--- src/rtl/fir_decimator.sv ---
// Block-average decimator with a first-word-fall-through result FIFO.
// Define FIR_DECIMATOR_ROUND_EN to round half up instead of truncating.
module fir_decimator #(
  parameter int DW       = 8,
  parameter int LOG2_DEC = 2,
  parameter int ADDRW    = 2
) (
  input  logic           clk,
  input  logic           reset,
  input  logic [DW-1:0]  in_data,
  input  logic           in_valid,
  output logic [DW-1:0]  out_data,
  output logic           out_valid,
  input  logic           out_ready,
  output logic [ADDRW:0] count,
  output logic           overflow,
  input  logic           clr_ovf
);

  localparam int DEC   = 1 << LOG2_DEC;
  localparam int DEPTH = 1 << ADDRW;
  localparam int AW    = DW + LOG2_DEC;
  localparam int PW    = (LOG2_DEC > 0) ? LOG2_DEC : 1;

  localparam logic [PW-1:0]  LAST = PW'(DEC - 1);
  localparam logic [ADDRW:0] FULL = (ADDRW + 1)'(DEPTH);

`ifdef FIR_DECIMATOR_ROUND_EN
  localparam logic [AW-1:0] RND = AW'(DEC / 2);
`else
  localparam logic [AW-1:0] RND = '0;
`endif

  logic [AW-1:0]    acc;
  logic [AW-1:0]    sum;
  logic [PW-1:0]    phase;
  logic [DW-1:0]    result;
  logic [DW-1:0]    mem [DEPTH];
  logic [ADDRW-1:0] wptr;
  logic [ADDRW-1:0] rptr;
  logic [ADDRW:0]   cnt;
  logic             done;
  logic             full;
  logic             pop;
  logic             push;
  logic             drop;

  // Sum of DEC samples fits AW bits, rounding term included
  assign sum    = acc + AW'(in_data);
  assign result = DW'((sum + RND) >> LOG2_DEC);

  assign done = in_valid & (phase == LAST);
  assign full = (cnt == FULL);
  assign pop  = out_valid & out_ready;
  assign push = done & (~full | pop);
  assign drop = done & full & ~pop;

  assign out_valid = (cnt != '0);
  assign out_data  = out_valid ? mem[rptr] : '0;
  assign count     = cnt;

  always_ff @(posedge clk or posedge reset) begin
    if (reset) begin
      acc   <= '0;
      phase <= '0;
    end else if (in_valid) begin
      if (phase == LAST) begin
        acc   <= '0;
        phase <= '0;
      end else begin
        acc   <= sum;
        phase <= phase + 1'b1;
      end
    end
  end

  always_ff @(posedge clk) begin
    if (push)
      mem[wptr] <= result;
  end

  always_ff @(posedge clk or posedge reset) begin
    if (reset) begin
      wptr     <= '0;
      rptr     <= '0;
      cnt      <= '0;
      overflow <= 1'b0;
    end else begin
      if (push)
        wptr <= wptr + 1'b1;
      if (pop)
        rptr <= rptr + 1'b1;
      if (push && !pop)
        cnt <= cnt + 1'b1;
      else if (pop && !push)
        cnt <= cnt - 1'b1;
      // A drop in the same cycle as a clear keeps the flag set
      if (drop)
        overflow <= 1'b1;
      else if (clr_ovf)
        overflow <= 1'b0;
    end
  end

endmodule

--- config.mk ---
export PLATFORM = sky130hd
export DESIGN_NAME = fir_decimator
export DESIGN_NICKNAME = d
export VERILOG_FILES = /design/src/rtl/fir_decimator.sv
export SDC_FILE = /design/constraint.sdc
export NUM_CORES = 1
export LEC_CHECK = 0
export CAP_MARGIN = 0
export CORE_UTILIZATION = 45
export CTS_CLUSTER_DIAMETER = 200
export DETAILED_ROUTE_END_ITERATION = 6
export GPL_ROUTABILITY_DRIVEN = 0
export MAX_ROUTING_LAYER = met4
export PLACE_DENSITY = 0.73
export SETUP_SLACK_MARGIN = 0.4
export SLEW_MARGIN = 5
export SYNTH_ARGS = -nofsm -noshare
export SYNTH_HDL_FRONTEND = slang
export SYNTH_SLANG_ARGS = --single-unit
--- constraint.sdc ---
create_clock -name clk -period 3.05 [get_ports clk]
set_clock_uncertainty 0.05 [all_clocks]
set_input_delay 0.61 -clock clk [delete_from_list [all_inputs] [get_ports clk]]
set_output_delay 0.61 -clock clk [all_outputs]
set_load 0.01 [all_outputs]
==> impl_metrics.yaml, run 1 <==
status:
  outcome: "finished, final reports clean"
route:
  vias: 1511
  drt_pre_antenna_iters: 4
  average_wire_per_standard_cell_microns: 15.2
  drt_iter0_drc: 86
  finalWirelength_microns: 4380
  antenna_violating_nets_post_route: 0
  remaining_routing_drc_violations: 0
  vias_per_cell: 5.25
timing:
  final.min_clock_period_ns: 2.56
  worst-slew-pin-transition_ns: 0.829
  slew_violations: 0
  grt_setup_unrepaired: "false"
  hold_ws_ns: 0.436
  fmax_mhz: 390
  timing.final.hold_violations: 0
  slew-limit-headroom_pct: 44.7
  final.period_utilization_pct: 84.1
  setup_violations: 0
  fin_ws_ns: 0.486
  finalSetupTns_ns: 0
die:
  die_height_microns: 76.9
  die_w_microns: 76.9
  design.portCount: 26
  die_outline_area_sq_mm: 0.00591
  initial_utilization_pct: 48.2
  placementRows: 26
  core_footprint_sq_mm: 0.00524
clock_network:
  path_clk_slew_ns: 0.09
  cts.htree.levels: 2
  postCtsHoldBufs: 0
  tritoncts.num_buffers: 5
  tritoncts: "built"
  clock_latency_reported_for_the_late_side_of_the_worst_skew_pair_ns: 0.31
  clock_sink_count: 52
  cts-root-buf: "sky130_fd_sc_hd__clkbuf_8"
  clock_path_buffers: 2
yosys:
  synth_top_area_share_pct: 38.1
  netlist.top_cell.by_area: "sky130_fd_sc_hd__edfxtp_1"
  yosysWarnings: 0
  synth.ff_latch_count: 52
  synth_sequential_area_ratio_pct: 57.9
  syn_nets: 207
  number_of_distinct_library_cells_after_synthesis: 42
  synth-edff-count: 32
  synth_async_sr_flop_share_pct: 38.5
  post_synth_instance_area_sq_mm: 0.00252
  syn_inst: 178
  dominantRegCellSynth: "sky130_fd_sc_hd__edfxtp_1"
  syn-mean-instance-area_sq_um: 14.2
  netlist_top_cells_area: "sky130_fd_sc_hd__edfxtp_1, sky130_fd_sc_hd__dfrtp_1, sky130_fd_sc_hd__mux4_2"
global_routing:
  wire_length_of_the_first_global_routing_pass_microns: 7280
  maximum_number_of_pins_on_one_net_before_global_route_repair: 21
  globalRouteTotalUtil_pct: 16.8
  overflow: 0
  grt_pass1_vias: 1570
  antenna_found_initial: 0
power:
  finalPower_mw: 3.10
  power-per-cell-area_mw_per_mm2: 1000
  vdd.ir_drop.worst_uv: 481
  power_leakage_nw: 1.26
setup_path:
  startpoint_type: "flip-flop"
  timing.critical_path.cells: "buf_8 -> mux4_2 -> and2_1 -> clkdlybuf4s50_1"
  data_arrival_critical_path_ns: 1.90
  criticalPathCategory: "reg2out"
  end_kind: "output pin"
  cp.required_ns: 2.39
  critical_path_peak_fanout: 8
  cpPeakStageDelay_ns: 0.48
  worst_path_max_delay_cell: "sky130_fd_sc_hd__mux4_2"
run:
  max-cap-violations: 0
placement:
  place_ws_ns: 0.166
  placement.io_buffers: 25
  dp_hpwl_microns: 2980
final_layout:
  share_of_post_route_cells_with_drive_strength_above_1_pct: 18.8
  area.growth.synth_to_final_pct: 22.2
  diodes: 0
  filler_cell_count: 427
  nets: 246
min_path:
  hold_class: "reg2reg"
report_power, final:
part / leakage (nW) / internal [mW] / switching [mW]
Combinational: 0.677 / 0.744 / 0.687
Sequential: 0.531 / 1.05 / 0.142
Clock: 0.0541 / 0.243 / 0.227
Total: 1.26 / 2.04 / 1.06
final timing paths:
| check | depth (start not counted) | slack, ns | startpoint | end |
|---|---|---|---|---|
| hold reg to reg | 1 | 0.44 | phase[0] | phase[0] |
| min in group asynchronous | 2 | 0.71 | reset | count[2] |
| setup / recovery | 4 | 0.49 | rptr[0] | out_data[1] |
| setup reg to reg | 8 | 0.83 | count[1] | count[2] |
| hold / removal | 1 | 0.44 | phase[0] | phase[0] |
| max in group asynchronous | 2 | 1.68 | reset | rptr[1] |
per-layer routing:
metal | GRT usage (%) | wire, microns
met3 | 3.57 | 162
met2 | 27.1 | 2120
met1 | 20.8 | 2060
met5 | - | 0
met4 | 6.15 | 44
cells in the mapped netlist (all sizes together), types with 2 or more instances:
| library cell | instances |
|---|---|
| edfxtp | 32 |
| xor2 | 5 |
| o2bb2ai | 2 |
| fa | 2 |
| mux4 | 8 |
| dfrtp | 20 |
| and2 | 12 |
| nand2 | 8 |
| nor3 | 3 |
| nand3 | 3 |
| o21ai | 7 |
| nor2 | 5 |
| inv | 11 |
| a22o | 4 |
| nor2b | 3 |
| a21oi | 6 |
| clkbuf | 3 |
| xnor2 | 8 |
| mux2 | 2 |
| ha | 14 |
| buf | 2 |
cells by family (layout without fill, tap and decap cells):
group,after synthesis,in the layout,share of synthesized area [%]
flip-flops,52,52,57.9
AND/OR/NAND/NOR,40,40,8.78
AO/OA/AOI/OAI,30,30,9.33
adder cells (fa/ha/maj),16,16,8.53
buffers and inverters,16,56,2.48
XOR/XNOR,13,13,4.51
multiplexers,11,11,8.43
per-stage QoR:
| stage | std cells | instance area, sq um | util, % |
|---|---|---|---|
| after floorplan | 178 | 2520 | - |
| after global placement | 272 | 2870 | 54.8 |
| after detailed placement | 272 | 2870 | 54.8 |
| after CTS | 282 | 3010 | 57.4 |
| after global routing | 288 | 3080 | 58.9 |
| final | 288 | 3080 | 58.9 |
critical path, delay by kind of cell (launching register included):
| kind | cells | cell delay, ns |
|---|---|---|
| multiplexers | 1 | 0.48 |
| flip-flops | 1 | 0.37 |
| AND/OR/NAND/NOR | 1 | 0.16 |
| buffers and inverters | 2 | 0.60 |
cell usage in the layout (no fill, tap or decap), types with 6 or more instances in the layout:
| cell type | count |
|---|---|
| sky130_fd_sc_hd__edfxtp_1 | 32 |
| sky130_fd_sc_hd__dfrtp_1 | 19 |
| sky130_fd_sc_hd__clkdlybuf4s50_1 | 18 |
| sky130_fd_sc_hd__ha_1 | 14 |
| sky130_fd_sc_hd__and2_1 | 12 |
| sky130_fd_sc_hd__buf_4 | 11 |
| sky130_fd_sc_hd__inv_1 | 10 |
| sky130_fd_sc_hd__nand2_1 | 8 |
| sky130_fd_sc_hd__mux4_2 | 8 |
| sky130_fd_sc_hd__xnor2_1 | 7 |
| sky130_fd_sc_hd__dlymetal6s2s_1 | 6 |
layout make-up:
| cell class | instances | area (sq um) | share of cell area (%) |
|---|---|---|---|
| Sequential cell | 52 | 1460 | 47.4 |
| Timing Repair Buffer | 37 | 362 | 11.7 |
| Clock buffer | 5 | 68.8 | 2.23 |
| Tap cell | 70 | 87.6 | 2.84 |
| Clock inverter | 3 | 42.5 | 1.38 |
| Inverter | 11 | 41.3 | 1.34 |
| Multi-Input combinational cell | 110 | 1020 | 33.0 |
sequential cells by signal, summed over array words and instances (netlist names):
register and cells:
acc 10, count 3, mem 32, overflow 1, phase 2, rptr 2, wptr 2
timing repair:
item                       4_1_cts  5_1_grt
resized for setup                4       10
buffers inserted                 2        6
setup endpoints to repair        8       16
(Power assumes the default switching activity.)
==> inputs of run 2 (changes only) <==
==> constraint.sdc (replaced) <==
create_clock -name clk -period 2.7 [get_ports clk]
set_clock_uncertainty 0.05 [all_clocks]
set_input_delay 0.54 -clock clk [delete_from_list [all_inputs] [get_ports clk]]
set_output_delay 0.54 -clock clk [all_outputs]
set_load 0.01 [all_outputs]
==> run 2 against run 1 <==
  * First-iteration DRC count fell by 8.1%
  * Sequential share of layout area fell by 1.5 points
  * Setup slack got worse by 0.0068 ns
  * Sequential cell count is the same
  * Wire length is 3.6% higher
  * Power up 17%
  * Cell area rose by 3.4%
  * Critical path depth is the same
  * Critical path type unchanged
  * Largest power group unchanged
==> impl_metrics.yaml, run 2 (synthesis results as in run 1) <==
status:
  outcome: "finished, final reports clean"
route:
  vias_per_cell: 5.26
  average_wire_per_standard_cell_microns: 15.3
  remaining_routing_drc_violations: 0
  drt_iter0_drc: 79
  finalWirelength_microns: 4540
  drt_pre_antenna_iters: 4
  vias: 1557
  antenna_violating_nets_post_route: 0
setup_path:
  timing.critical_path.depth: 4
  cpLargestDelayFamily: "multiplexers"
  worst_r2r_path_depth: 8
  cp.required_ns: 2.11
  critical_path_peak_fanout: 5
  end_kind: "output pin"
  timing.critical_path.cells: "buf_8 -> mux4_2 -> and2_1 -> buf_2"
  worst_path_max_delay_cell: "sky130_fd_sc_hd__mux4_2"
  startpoint_type: "flip-flop"
  cpPeakStageDelay_ns: 0.50
  criticalPathCategory: "reg2out"
  data_arrival_critical_path_ns: 1.63
  cp_num_buf_inv: 2
final_layout:
  diodes: 0
  share_of_post_route_cells_with_drive_strength_above_1_pct: 30.5
  area.growth.synth_to_final_pct: 26.4
  finish.cell_count_without_fillers: 296
  nets: 254
  layout_commonest_cell: "sky130_fd_sc_hd__edfxtp_1"
  filler_cell_count: 419
  post-route-util_pct: 60.9
  top_register: "mem"
  layout_common_cells: "sky130_fd_sc_hd__edfxtp_1, sky130_fd_sc_hd__dfrtp_1, sky130_fd_sc_hd__buf_4"
  largest_register_ffs: 32
die:
  die_height_microns: 76.9
  core_footprint_sq_mm: 0.00524
  design.portCount: 26
  placementRows: 26
  die_outline_area_sq_mm: 0.00591
  initial_utilization_pct: 48.2
  die_w_microns: 76.9
power:
  power-per-cell-area_mw_per_mm2: 1130
  finalPower_mw: 3.61
  vdd.ir_drop.worst_uv: 521
  power_leakage_nw: 1.30
timing:
  worst-slew-pin-transition_ns: 0.809
  slew-limit-headroom_pct: 46.0
  setup_violations: 0
  fmax_mhz: 450
  final.period_utilization_pct: 82.3
  slew_violations: 0
  timing.final.hold_violations: 0
  final.min_clock_period_ns: 2.22
  grt_setup_unrepaired: "true"
  hold_ws_ns: 0.453
placement:
  dp_hpwl_microns: 3080
  placement.io_buffers: 25
  numPlacedInstances: 279
clock_network:
  clock_latency_reported_for_the_late_side_of_the_worst_skew_pair_ns: 0.30
  clock_path_buffers: 2
  cts.htree.levels: 2
  path_clk_slew_ns: 0.09
  tritoncts.num_buffers: 5
  clock_sink_count: 52
  postCtsHoldBufs: 0
  tritoncts: "built"
  cts-root-buf: "sky130_fd_sc_hd__clkbuf_8"
min_path:
  hold_class: "reg2reg"
  worstHoldPathCells: 1
global_routing:
  maximum_number_of_pins_on_one_net_before_global_route_repair: 21
  overflow: 0
  globalRouteTotalUtil_pct: 17.8
  grt_pass1_vias: 1592
  antenna_found_initial: 0
  wire_length_of_the_first_global_routing_pass_microns: 7740
run:
  max-cap-violations: 0
## run 2: path summary, 6_finish.rpt
kind,from,endpoint,slack (ns)
worst max-delay path,rptr[0],out_data[4],0.48
worst min-delay path,phase[0],phase[0],0.45
worst max register to register,count[0],count[2],0.56
worst min register to register,phase[0],phase[0],0.45
max in group asynchronous,reset,rptr[0],1.41
min in group asynchronous,reset,acc[0],0.63
## run 2: report_power, final
part	internal, mW	total [mW]	switching [mW]
clock network	0.275	0.531	0.256
logic	0.894	1.72	0.829
registers	1.19	1.36	0.166
## run 2: final cells by class
class	instances	area, sq um	area share [%]
Sequential cell	52	1460	45.9
Multi-Input combinational cell	110	1090	34.1
Timing Repair Buffer	45	398	12.5
Tap cell	70	87.6	2.75
Clock buffer	5	68.8	2.16
Clock inverter	3	42.5	1.33
Inverter	11	41.3	1.30
## run 2: layer usage
| metal | track usage, % | vias up | share of wire [%] |
|---|---|---|---|
| met4 | 4.81 | 0 | 1.2 |
| met1 | 23.3 | 761 | 47 |
| met3 | 3.69 | 7 | 3.5 |
| met2 | 28.1 | 38 | 49 |
| li1 | - | 751 | - |
| met5 | - | - | 0 |
## run 2: stage by stage
step	setup TNS [ns]	cell area (sq um)	setup slack, ns
after global placement	0	2920	0.00163
after global routing	0	3190	0.369
final	0	3190	0.479
after CTS	0	3140	0.346
after detailed placement	-0.166	2920	-0.0380
after floorplan	0	2520	0.410
## run 2: worst reg2reg max path, delay by kind of cell (launching register included)
kind | cells | cell delay (ns)
flops | 1 | 0.47
simple gates | 3 | 0.65
xor+xnor | 2 | 0.31
fa+ha+maj | 2 | 0.55
buf+inv | 1 | 0.05
## run 2: what timing repair did
action / 4_1_cts / 5_1_grt
setup endpoints to repair: 30 / 34
pin swaps: 4 / 9
resized for setup: 43 / 18
setup buffers: 3 / 5
cloned: 1 / 0
==> inputs of run 3 (changes only) <==
==> constraint.sdc (replaced) <==
create_clock -name clk -period 2.3 [get_ports clk]
set_clock_uncertainty 0.05 [all_clocks]
set_input_delay 0.46 -clock clk [delete_from_list [all_inputs] [get_ports clk]]
set_output_delay 0.46 -clock clk [all_outputs]
set_load 0.01 [all_outputs]
==> run 3 against run 2 <==
  * Sequential power is 17% higher
  * Combinational power rose by 65%
  * Clock-buffer cell count stayed put
  * First-iteration DRC count rose by 27%
  * Power up 40%
  * Wire length increased by 31%
  * Hold slack got worse by 0.031 ns
  * Via count increased by 13%
  * Setup slack got worse by 0.37 ns
  * Critical endpoint is now out_data[3]
  * Largest power group unchanged
  * Highest routed layer unchanged
==> impl_metrics.yaml, run 3 (synthesis results as in run 1) <==
status:
  outcome: "finished, final reports clean"
timing:
  worst-slew-pin-transition_ns: 0.434
  final.period_utilization_pct: 95.4
  grt_setup_unrepaired: "true"
  slew-limit-headroom_pct: 71.0
  slew_violations: 0
  timing.final.hold_violations: 0
  setup_violations: 0
  final.min_clock_period_ns: 2.19
  fmax_mhz: 456
  hold_ws_ns: 0.421
clock_network:
  tritoncts.num_buffers: 5
  clock_latency_reported_for_the_late_side_of_the_worst_skew_pair_ns: 0.31
  cts.htree.levels: 2
  path_clk_slew_ns: 0.10
  postCtsHoldBufs: 0
  cts-root-buf: "sky130_fd_sc_hd__clkbuf_8"
  clock_sink_count: 52
  tritoncts: "built"
  clock_path_buffers: 2
route:
  vias_per_cell: 5.36
  drt_iter0_drc: 100
  antenna_violating_nets_post_route: 0
  vias: 1763
  drt_pre_antenna_iters: 4
  remaining_routing_drc_violations: 0
  finalWirelength_microns: 5930
  average_wire_per_standard_cell_microns: 18.0
final_layout:
  share_of_post_route_cells_with_drive_strength_above_1_pct: 48.3
  layout_commonest_cell: "sky130_fd_sc_hd__buf_4"
  post-route-util_pct: 69.6
  layout_common_cells: "sky130_fd_sc_hd__buf_4, sky130_fd_sc_hd__edfxtp_1, sky130_fd_sc_hd__dfrtp_1"
  nets: 287
  diodes: 0
  area.growth.synth_to_final_pct: 44.6
  top_register: "mem"
  filler_cell_count: 338
  final_design_area_no_fill_sq_mm: 0.00365
  largest_register_ffs: 32
power:
  power.clock.fraction_pct: 12.5
  power_leakage_nw: 1.51
  comb_power_share_pct: 56.1
  switching_share_pct: 35.5
  share_seq_of_total_power_pct: 31.4
  vdd.ir_drop.worst_uv: 820
  netSwitchingPower_mw: 1.80
  power-per-cell-area_mw_per_mm2: 1390
  power_report.internal_total_mw: 3.27
setup_path:
  cp.required_ns: 1.79
  data_arrival_critical_path_ns: 1.68
  startpoint_type: "flip-flop"
  critical_path_peak_fanout: 4
  criticalPathCategory: "reg2out"
  end_kind: "output pin"
placement:
  dp_hpwl_microns: 3710
  placement.io_buffers: 25
  post_dp_cell_area_sq_mm: 0.00317
global_routing:
  antenna_found_initial: 0
  grt_pass1_vias: 1871
  maximum_number_of_pins_on_one_net_before_global_route_repair: 21
  wire_length_of_the_first_global_routing_pass_microns: 8940
  globalRouteTotalUtil_pct: 20.6
  overflow: 0
run:
  max-cap-violations: 0
die:
  initial_utilization_pct: 48.2
  die_height_microns: 76.9
  design.portCount: 26
  die_outline_area_sq_mm: 0.00591
  core_footprint_sq_mm: 0.00524
  placementRows: 26
  die_w_microns: 76.9
min_path:
  hold_class: "in2async"
## run 3: cell count changes in the layout (fill, tap and decap cells not counted), moves of 4 or more
cell,previous run,this run
sky130_fd_sc_hd__buf_4,18,43
sky130_fd_sc_hd__buf_6,0,11
sky130_fd_sc_hd__clkdlybuf4s50_1,12,8
sky130_fd_sc_hd__dlygate4sd2_1,0,6
sky130_fd_sc_hd__ha_4,1,5
## run 3: worst max-delay path, stage by stage (launching register included)
cell	delay (ns)
sky130_fd_sc_hd__dfrtp_1	0.38
sky130_fd_sc_hd__buf_12	0.12
sky130_fd_sc_hd__buf_12	0.11
sky130_fd_sc_hd__mux4_2	0.49
sky130_fd_sc_hd__and2_1	0.15
sky130_fd_sc_hd__buf_2	0.13
## run 3: through the flow
stage               TNS, ns  total power [mW]  std cells  setup slack [ns]
global placement      -6.09              3.61        300            -0.286
CTS                       0              4.66        320            0.0980
finish                    0              5.07        329             0.105
floorplan                 0              2.84        178             0.235
detailed placement    -8.19              3.73        300            -0.334
global route              0              5.33        329            0.0524
## run 3: area by class of cell
| class | count | area [sq um] | area share (%) |
|---|---|---|---|
| Sequential cell | 52 | 1460 | 40.1 |
| Multi-Input combinational cell | 110 | 1250 | 34.3 |
| Clock inverter | 3 | 42.5 | 1.17 |
| Clock buffer | 5 | 68.8 | 1.89 |
| Inverter | 11 | 43.8 | 1.20 |
| Timing Repair Buffer | 78 | 689 | 18.9 |
| Tap cell | 70 | 87.6 | 2.40 |
## run 3: repair_timing
action / 4_1_cts / 5_1_grt
buffers inserted: 11 / 9
gates resized for setup: 67 / 26
pin swaps: 30 / 13
cloned: 1 / 0
setup endpoints to repair: 51 / 39
## run 3: worst paths after layout
path,from,to,slack [ns],cells after the start
min in group clk,phase[0],phase[0],0.44,1
min,reset,phase[1],0.42,3
min reg2reg,phase[0],phase[0],0.44,1
max,rptr[0],out_data[3],0.11,5
max reg2reg,phase[0],count[2],0.12,9
max in group asynchronous,reset,acc[1],1.54,3
## run 3: power by group through the flow
stage / clock [mW] / combinational (mW) / sequential, mW
after floorplan: 0 / 1.29 / 1.55
after global placement: 0 / 2.04 / 1.57
after detailed placement: 0 / 2.15 / 1.59
after CTS: 0.644 / 2.43 / 1.58
after global routing: 0.670 / 3.04 / 1.62
final: 0.635 / 2.84 / 1.59
## run 3: per-layer routing
metal	vias up	global-route usage [%]	routed length [microns]
met5	-	-	0
met4	0	6.92	117
met3	15	4.29	214
met2	52	37.6	3340
met1	874	21.9	2260
li1	822	-	-
